<file path="config.mk">
export PLATFORM = sky130hd
export DESIGN_NAME = wb_commit_queue
export DESIGN_NICKNAME = d
export VERILOG_FILES = /design/src/rtl/wb_commit_queue.sv
export SDC_FILE = /design/constraint.sdc
export NUM_CORES = 1
export LEC_CHECK = 0
export BUFFER_PORTS_ARGS = -buffer_cell sky130_fd_sc_hd__buf_2
export CAP_MARGIN = 20
export CORE_UTILIZATION = 35
export DETAILED_ROUTE_END_ITERATION = 10
export PLACE_DENSITY = 0.61
export SLEW_MARGIN = 20
export SYNTH_ARGS = -nofsm -noshare
export SYNTH_HDL_FRONTEND = slang
export SYNTH_SLANG_ARGS = --single-unit
</file>
<file path="constraint.sdc">
create_clock -name clk -period 3.76 [get_ports clk]
set_input_delay 0.752 -clock clk [delete_from_list [all_inputs] [get_ports clk]]
set_output_delay 0.752 -clock clk [all_outputs]
set_load 0.02 [all_outputs]
</file>
<file path="src/rtl/wb_commit_queue.sv">
// -----------------------------------------------------------------------------
// wb_commit_queue
//
// Writeback stage for the MIPS pipeline. Each request picks a result source:
// ALU result, extracted load data, link PC, or zero. Sub-word loads are
// shifted into place, truncated and extended to the datapath width. Results
// that write a real register are queued in a DEPTH-entry FIFO. The FIFO drains
// in order to the register-file write port under a ready handshake. Every
// queued result can be found by the forwarding unit through an address lookup.
//
// Parameters
//   DATA_WIDTH      datapath width (multiple of 8, >= 32)
//   REG_ADDR_WIDTH  register address width
//   DEPTH           queue entries (power of 2, >= 2)
//
// Ports
//   clk              rising-edge clock
//   rst_n            asynchronous active-low reset
//   in_valid         writeback request from the MEM/WB register
//   in_ready         stage can accept (queue not full)
//   mem_to_reg       source select: 0 ALU, 1 load, 2 PC, 3 zero
//   reg_write        request writes a register
//   write_reg        destination register
//   alu_result       ALU result operand
//   read_data        raw load data
//   pc               link PC operand
//   load_type        0 word, 1 half s, 2 half u, 3 byte s, 4 byte u, 5-7 word
//   byte_offset      byte lane of the load (little-endian)
//   rf_write_enable  head entry valid
//   rf_write_addr    head destination (0 when empty)
//   rf_write_data    head data (0 when empty)
//   rf_ready         register file accepts the head this cycle
//   fwd_addr         forwarding query address
//   fwd_hit          a queued entry targets fwd_addr
//   fwd_data         data of the youngest matching entry (0 on miss)
//   pending          number of occupied entries
// -----------------------------------------------------------------------------
module wb_commit_queue #(
    parameter int DATA_WIDTH     = 32,
    parameter int REG_ADDR_WIDTH = 5,
    parameter int DEPTH          = 4,
    localparam int OFF_W         = $clog2(DATA_WIDTH / 8),
    localparam int PTR_W         = $clog2(DEPTH),
    localparam int CNT_W         = PTR_W + 1
) (
    input  logic                      clk,
    input  logic                      rst_n,
    input  logic                      in_valid,
    output logic                      in_ready,
    input  logic [1:0]                mem_to_reg,
    input  logic                      reg_write,
    input  logic [REG_ADDR_WIDTH-1:0] write_reg,
    input  logic [DATA_WIDTH-1:0]     alu_result,
    input  logic [DATA_WIDTH-1:0]     read_data,
    input  logic [DATA_WIDTH-1:0]     pc,
    input  logic [2:0]                load_type,
    input  logic [OFF_W-1:0]          byte_offset,
    output logic                      rf_write_enable,
    output logic [REG_ADDR_WIDTH-1:0] rf_write_addr,
    output logic [DATA_WIDTH-1:0]     rf_write_data,
    input  logic                      rf_ready,
    input  logic [REG_ADDR_WIDTH-1:0] fwd_addr,
    output logic                      fwd_hit,
    output logic [DATA_WIDTH-1:0]     fwd_data,
    output logic [CNT_W-1:0]          pending
);

    // -------------------------------------------------------------------------
    // Result selection and load extraction
    // -------------------------------------------------------------------------
    logic [OFF_W+2:0]      shift_amt;
    logic [DATA_WIDTH-1:0] load_shifted;
    logic [DATA_WIDTH-1:0] load_value;
    logic [DATA_WIDTH-1:0] result_value;

    assign shift_amt    = {byte_offset, 3'b000};
    assign load_shifted = read_data >> shift_amt;

    always_comb begin
        load_value = read_data;
        case (load_type)
            3'd1:    load_value = {{(DATA_WIDTH-16){load_shifted[15]}}, load_shifted[15:0]};
            3'd2:    load_value = {{(DATA_WIDTH-16){1'b0}},             load_shifted[15:0]};
            3'd3:    load_value = {{(DATA_WIDTH-8){load_shifted[7]}},   load_shifted[7:0]};
            3'd4:    load_value = {{(DATA_WIDTH-8){1'b0}},              load_shifted[7:0]};
            // Word loads (and unused encodings) ignore the byte offset.
            default: load_value = read_data;
        endcase
    end

    always_comb begin
        result_value = '0;
        case (mem_to_reg)
            2'd0:    result_value = alu_result;
            2'd1:    result_value = load_value;
            2'd2:    result_value = pc;
            default: result_value = '0;
        endcase
    end

    // -------------------------------------------------------------------------
    // Queue control
    // -------------------------------------------------------------------------
    logic [REG_ADDR_WIDTH-1:0] addr_mem_reg [DEPTH];
    logic [DATA_WIDTH-1:0]     data_mem_reg [DEPTH];
    logic [PTR_W-1:0]          wr_ptr_reg;
    logic [PTR_W-1:0]          rd_ptr_reg;
    logic [CNT_W-1:0]          count_reg;
    logic [CNT_W-1:0]          count_next;

    logic accept;
    logic push;
    logic pop;
    logic head_valid;

    // in_ready depends only on registered occupancy, never on rf_ready, so a
    // full queue refuses a push even in a cycle where it also pops.
    assign in_ready   = (count_reg != CNT_W'(DEPTH));
    assign accept     = in_valid && in_ready;
    // Requests that do not write a real register are consumed and dropped.
    assign push       = accept && reg_write && (write_reg != '0);
    assign head_valid = (count_reg != '0);
    assign pop        = head_valid && rf_ready;

    always_comb begin
        count_next = count_reg;
        case ({push, pop})
            2'b10:   count_next = count_reg + CNT_W'(1);
            2'b01:   count_next = count_reg - CNT_W'(1);
            default: count_next = count_reg;
        endcase
    end

    always_ff @(posedge clk or negedge rst_n) begin
        if (!rst_n) begin
            wr_ptr_reg <= '0;
            rd_ptr_reg <= '0;
            count_reg  <= '0;
        end else begin
            count_reg <= count_next;
            if (push) begin
                wr_ptr_reg <= wr_ptr_reg + PTR_W'(1);
            end
            if (pop) begin
                rd_ptr_reg <= rd_ptr_reg + PTR_W'(1);
            end
        end
    end

    // Entry storage. Kept in flops, not block RAM, because the forwarding
    // lookup must see every entry in the same cycle.
    always_ff @(posedge clk or negedge rst_n) begin
        if (!rst_n) begin
            for (int i = 0; i < DEPTH; i++) begin
                addr_mem_reg[i] <= '0;
                data_mem_reg[i] <= '0;
            end
        end else if (push) begin
            addr_mem_reg[wr_ptr_reg] <= write_reg;
            data_mem_reg[wr_ptr_reg] <= result_value;
        end
    end

    // -------------------------------------------------------------------------
    // Register-file port: the head entry, forced to zero when empty
    // -------------------------------------------------------------------------
    assign rf_write_enable = head_valid;
    assign rf_write_addr   = head_valid ? addr_mem_reg[rd_ptr_reg] : '0;
    assign rf_write_data   = head_valid ? data_mem_reg[rd_ptr_reg] : '0;
    assign pending         = count_reg;

    // -------------------------------------------------------------------------
    // Forwarding lookup
    // Entries are viewed in age order: age 0 is the head (oldest), and higher
    // ages are younger. Only ages below the occupancy count are live.
    // -------------------------------------------------------------------------
    logic [DEPTH-1:0]      age_match;
    logic [DATA_WIDTH-1:0] age_data [DEPTH];

    genvar gi;
    generate
        for (gi = 0; gi < DEPTH; gi++) begin : g_age
            logic [PTR_W-1:0] slot;
            assign slot          = rd_ptr_reg + PTR_W'(gi);
            assign age_match[gi] = (CNT_W'(gi) < count_reg) &&
                                   (addr_mem_reg[slot] == fwd_addr);
            assign age_data[gi]  = data_mem_reg[slot];
        end
    endgenerate

    always_comb begin
        fwd_hit  = 1'b0;
        fwd_data = '0;
        // The scan runs from oldest to youngest, so the last match wins.
        for (int i = 0; i < DEPTH; i++) begin
            if (age_match[i]) begin
                fwd_hit  = 1'b1;
                fwd_data = age_data[i];
            end
        end
        // Register 0 is hard-wired, so a query for it never hits.
        if (fwd_addr == '0) begin
            fwd_hit  = 1'b0;
            fwd_data = '0;
        end
    end

endmodule

</file>
=== Word-level counts from Yosys, hierarchy flattened ===
Index checks and enable logic that the tools add are counted.

* Bits in writable memories: 0
* Latch bits: 0
* Memories: 0
* Register bits after elaboration: 155
* ROM bits: 0
* Output and inout port bits: 75
* Word-level logic and storage cells: 105

* Divide/modulo/power cells: 0
* Shifts and indexed selects: 1
* Add/sub/neg operators: 6
* Bitwise operators: 5
* Eq/ne operators: 13
* Multipliers: 0
* Muxes and demuxes: 45
* $lt $le $gt $ge: 10
* Reductions and logical operators: 14

{| class="wikitable"
|+ Operator list
! cell !! number
|-
| 2-to-1 mux 32 bit || 15
|-
| binary-select mux 32 bit (select 2 bit) || 4
|-
| bitwise mux 128 bit || 1
|-
| case mux 32 bit (4 select lines) || 1
|-
| case mux 32 bit (3 select lines) || 1
|-
| demux 32 bit (select 2 bit) || 1
|-
| 2-to-1 mux 5 bit || 10
|-
| binary-select mux 5 bit (select 2 bit) || 4
|-
| right shift 32 x 5 -> 16 bit || 1
|-
| bitwise mux 20 bit || 1
|-
| == test 5 bit || 4
|-
| greater-or-equal comparator 3 bit, second input constant || 5
|-
| NOT 2 -> 3 bit || 5
|-
| demux 5 bit (select 2 bit) || 1
|-
| logical AND 1 bit || 9
|-
| == test 3 x 2 -> 1 bit, second input constant || 2
|-
| less-than comparator 1 x 3 -> 1 bit, first input constant || 2
|-
| less-than comparator 2 x 3 -> 1 bit, first input constant || 2
|-
| case mux 3 bit (2 select lines) || 1
|-
| logical NOT 5 bit || 1
|-
| 2-to-1 mux 1 bit || 5
|-
| nonzero test 5 bit || 1
|-
| adder 2 x 1 -> 2 bit, second input constant || 2
|-
| adder 2 bit, second input constant || 2
|-
| 11 further kinds || 13
|}

=== Logic depth before layout (Yosys ltp) ===
* Word-level depth: 11
* Mapped depth: 12

=== Least setup slack after synthesis ===
No wires, ideal clock.

* Kind: input -> output
* From: in fwd_addr[3]
* To: out fwd_data[10]
* Slack: -103 ps
* Data arrival time: 3111 ps
* Data required time: 3008 ps
* Path buffers: 3
* Stages: 10
* Path through: clkbuf_1 > nand2_1 > mux2_2 > a21oi_1 > o2111a_1 > buf_2 > buf_4 > mux2i_1 > o32ai_1 > nor3_1

* Word-level cells in the longest chain between the ends: 7
* Elaborated cells between the ends (all ways): 14

{| class="wikitable"
|+ Ends and longest elaborated chain
! item !! RTL line !! source
|-
| start: declaration || 62 || <nowiki>input logic [REG_ADDR_WIDTH-1:0] fwd_addr,</nowiki>
|-
| == test 5 bit || 186 || <nowiki>(addr_mem_reg[slot] == fwd_addr);</nowiki>
|-
| logical AND 1 bit || 185 || <nowiki>assign age_match[gi] = (CNT_W'(gi) < count_reg) &&</nowiki>
|-
| 2-to-1 mux 32 bit (4 in series) || 196 || <nowiki>if (age_match[i]) begin</nowiki>
|-
| 2-to-1 mux 32 bit (*) || 202 || <nowiki>if (fwd_addr == '0) begin</nowiki>
|-
| end: declaration || 64 || <nowiki>output logic [DATA_WIDTH-1:0] fwd_data,</nowiki>
|}

Mark *: on every way between the ends. The rest lies on a longest branch, timed or not.

=== Worst setup path after layout ===
* From: reg rd_ptr_reg[0]
* To: out fwd_data[12]

* Word-level cells in the longest chain between the ends: 11
* Elaborated cells between the ends (all ways): 44

{| class="wikitable"
|+ Ends and longest elaborated chain
! item !! RTL line !! source
|-
| start: declaration || 107 || <nowiki>logic [PTR_W-1:0] rd_ptr_reg;</nowiki>
|-
| start signal: assignment || 145 || <nowiki>rd_ptr_reg <= rd_ptr_reg + PTR_W'(1);</nowiki>
|-
| adder 2 x 1 -> 2 bit or NOT 2 -> 3 bit (tied branches) || 184, 186, 187 ||
|-
| NOT 2 -> 3 bit (implied by the code) or binary-select mux 5 bit (select 2 bit) (tied branches) || 186, 187 ||
|-
| binary-select mux 5 bit (select 2 bit) or 2-to-1 mux 5 bit (tied branches) || 186 ||
|-
| 2-to-1 mux 5 bit (implied by the code) || 186 ||
|-
| 2-to-1 mux 5 bit (implied by the code) or == test 5 bit (tied branches) || 186 ||
|-
| == test 5 bit or logical AND 1 bit (tied branches) || 186, 185 ||
|-
| logical AND 1 bit or 2-to-1 mux 32 bit (tied branches) || 185, 196 ||
|-
| 2-to-1 mux 32 bit (2 in series) || 196 ||
|-
| 2-to-1 mux 32 bit (*) || 196 ||
|-
| 2-to-1 mux 32 bit (*) || 202 ||
|}

Mark *: on every way between the ends. The rest lies on a longest branch, timed or not. The select of a mux whose other input is x is not followed.

==> metrics.yaml <==
outcome:
  status: "complete, but fails checks"
  violations: "negative setup slack"
worst_setup_path:
  max_stage_delay_ns: 0.55
  critPathBufInv: 4
  crit_start: "rd_ptr_reg[0]"
  timing.rr.start: "pending[0]"
  slowest_stage: "mux4_2"
  crit_family: "simple AND/OR/NAND/NOR gates"
  worstPathCellList: "buf_6, mux4_2, xor2_1, nor4_1, buf_4, nand2_4, bufbuf_16, nor3b_4, o32ai_4, nor3_2, buf_4"
  crit_fanout: 10
  crit_path_start_kind: "flip-flop"
  cp.required_ns: 3.01
  cp_common_cell: "buf_4"
  critical_path_arrival_ns: 3.45
  crit_type: "reg2out"
  end_kind: "primary output"
synthesis:
  yosys.area_share.xor_xnor_pct: 1.94
  synth_top_family_by_area: "compound AO/OA/AOI/OAI gates"
  syn_nets: 1567
  synthAdderAreaFrac_pct: 0.923
  synth_seq_cells: 155
  ys_seq_area_share_pct: 31.8
  syn_avg_cell_area_um2: 8.47
  syn_inst: 1440
  synth_edf_count: 0
  synthMuxAreaShare_pct: 21.7
  yosysTopAreaCell: "dfrtp_1"
  synth.distinct_cells: 54
  yosys-top-cells-area: "dfrtp_1, mux2i_1, o21ai_0"
  yosys.area_share.simple_pct: 15.0
  syn_area_mm2: 0.0122
  yosys.area.top_type_share_pct: 31.8
  synth_flop_cell: "dfrtp_1"
  async_reset_ff_share_pct: 100
  yosys_warnings: 0
  synth_compound_area_share_pct: 22.7
grt:
  grt.met1_usage_pct: 32.1
  grt_use_met3_pct: 3.46
  grt_max_degree: 91
  antenna_found_initial: 0
  grt.total_usage_pct: 23.7
  grt_pass1_vias: 11272
  use_met2_pct: 37.8
  busiest_layer: "met2"
  grt_pass1_wl_um: 65500
  gr-total-overflow: 0
floorplan:
  die_w_um: 189
  die_h_um: 189
  ios: 193
  initial_core_util_pct: 35.4
  rows: 68
  coreArea_mm2: 0.0345
  die-area_mm2: 0.0356
place:
  io_buffers: 192
  place_hpwl_um: 29400
  gp_congestion: 0.911
clock_network:
  cts.sinks: 155
  path_clk_slew_ns: 0.06
  cts_hold_repair.buffers: 0
  clock-root-buffer: "clkbuf_16"
  clock_path_buffers: 2
  cts_htree_levels: 4
  numCtsBuffers: 17
  cts_tree: "done"
  clk_latency_ns: 0.43
layout:
  ff_latch_area_mm2: 0.00389
  multiInputGateArea_mm2: 0.00817
  largest_reg_flops: 128
  final_layout_size_suffix_gt1_share_pct: 30.7
  num-fill-cells: 3317
  nets: 1759
  final_cell_mix: "o21ai_0, mux2i_1, buf_2"
  syn2layout_area_growth_pct: 28.4
  antenna_cells: 0
  final_common_cell: "o21ai_0"
run:
  maxCapViolations: 0
power:
  power.leakage_nw: 6.90
  vdd_ir_drop_max_mv: 0.498
  p_per_area_mw_per_mm2: 922
timing:
  hold_violations: 0
  fin_worst_skew_ns: 0.00676
  setup_slack_ns: -0.444
  period_needed_ns: 4.20
  worst_pin_slew_ns: 0.980
  fin_hold_ws_ns: 0.302
  period_share_pct: 112
  rsz0062_at_grt: "yes"
  slew_violations: 0
  slew_headroom_pct: 34.6
  max_freq_ghz: 0.238
  setup_tns_ns: -9.54
  setup_viol: 32
min_path:
  hold_path.class: "in2async"
route:
  antenna_left: 0
  routed_wl_um: 42700
  drt-initial-drc-count: 871
  wire_per_inst_um: 20.3
  vias: 12047
  drcViolationCount: 0
  via_per_inst: 5.74
  drt_first_pass_iters: 6
[what timing repair did]
| action | in CTS | in global routing |
|---|---|---|
| endpoints found under the setup margin | 33 | 33 |
| pin swaps | 33 | 16 |
| buffers inserted | 12 | 3 |
| resized for setup | 93 | 43 |
| gates cloned | 6 | 1 |
[worst register-to-register path: stages, from the launching register on]
cell	delay, ns
dfrtp_1	0.46
inv_1	0.14
ha_1	0.21
nor2b_2	0.70
inv_1	0.23
and2_1	0.28
ha_1	0.35
nor2_1	0.15
xor2_1	0.14
[final timing paths]
kind	to	slack, ns	depth (start not counted)
setup / recovery	fwd_data[12]	-0.44	11
hold / removal	data_mem_reg[5]	0.30	1
setup reg to reg	pending[2]	1.03	8
hold reg to reg	data_mem_reg[47]	0.50	2
max in group asynchronous	data_mem_reg[127]	2.71	2
min in group clk	data_mem_reg[47]	0.50	2
[power breakdown]
group	total (W)	leakage [nW]	switching [W]	internal, W
clock network	0.00185	0.296	0.000702	0.00114
logic	0.00956	4.64	0.00558	0.00399
registers	0.00304	1.97	0.000613	0.00243
total	0.0145	6.90	0.00689	0.00756
[cell usage after synthesis (2+ instances only)]
cell type and number:
xor2_1 14, o21ai_0 198, nor2_1 137, and2_1 8
buf_1 11, and3_1 2, a21o_1 5, nand3b_1 2
a211oi_1 74, nor3_1 31, mux2_2 50, nand2b_1 6
clkbuf_1 93, nor2b_1 12, o221ai_1 25, o21a_1 24
nor3b_1 25, o211ai_1 2, mux2i_1 177, buf_2 25
a311oi_1 25, buf_6 5, a21oi_1 35, nor4_2 5
ha_1 9, inv_1 30, a31oi_1 6, or3_1 4
o32ai_1 25, o21ai_1 2, buf_4 3, mux4_2 13
o31ai_1 2, dfrtp_1 155, o2111ai_1 2, xnor2_1 13
nand3_1 8, nand2_1 161
[area by class of cell]
type	count	share of cell area, %
Clock buffer	21	2.94
Clock inverter	10	1.05
Inverter	30	0.719
Multi-Input combinational cell	1118	52.1
Sequential cell	155	24.8
Tap cell	455	3.63
Timing Repair Buffer	310	14.7
[per-stage QoR]
step / area (um2) / setup slack, ns / cells / power (W) / utilization (%)
floorplan: 12300 / 0.0467 / 1440 / 0.00881 / -
global placement: 14200 / -0.148 / 2046 / 0.0114 / 41.1
detailed placement: 14200 / -0.167 / 2046 / 0.0115 / 41.1
CTS: 15400 / -0.378 / 2095 / 0.0141 / 44.7
global route: 15700 / -0.552 / 2099 / 0.0153 / 45.5
finish: 15700 / -0.444 / 2099 / 0.0145 / 45.5
[per-layer routing]
metal | vias to the layer above | wire, um
li1 | 5666 | -
met1 | 5812 | 19200
met2 | 479 | 19700
met3 | 90 | 2430
met4 | 0 | 1380
met5 | - | 0
[kinds of logic after synthesis]
kind of cell | count (synthesis)
AO/OA/AOI/OAI | 432
XOR/XNOR | 27
adder cells (fa/ha/maj) | 9
buffers and inverters | 169
flip-flops | 155
multiplexers | 241
AND/OR/NAND/NOR | 407
(Power assumes the default switching activity.)
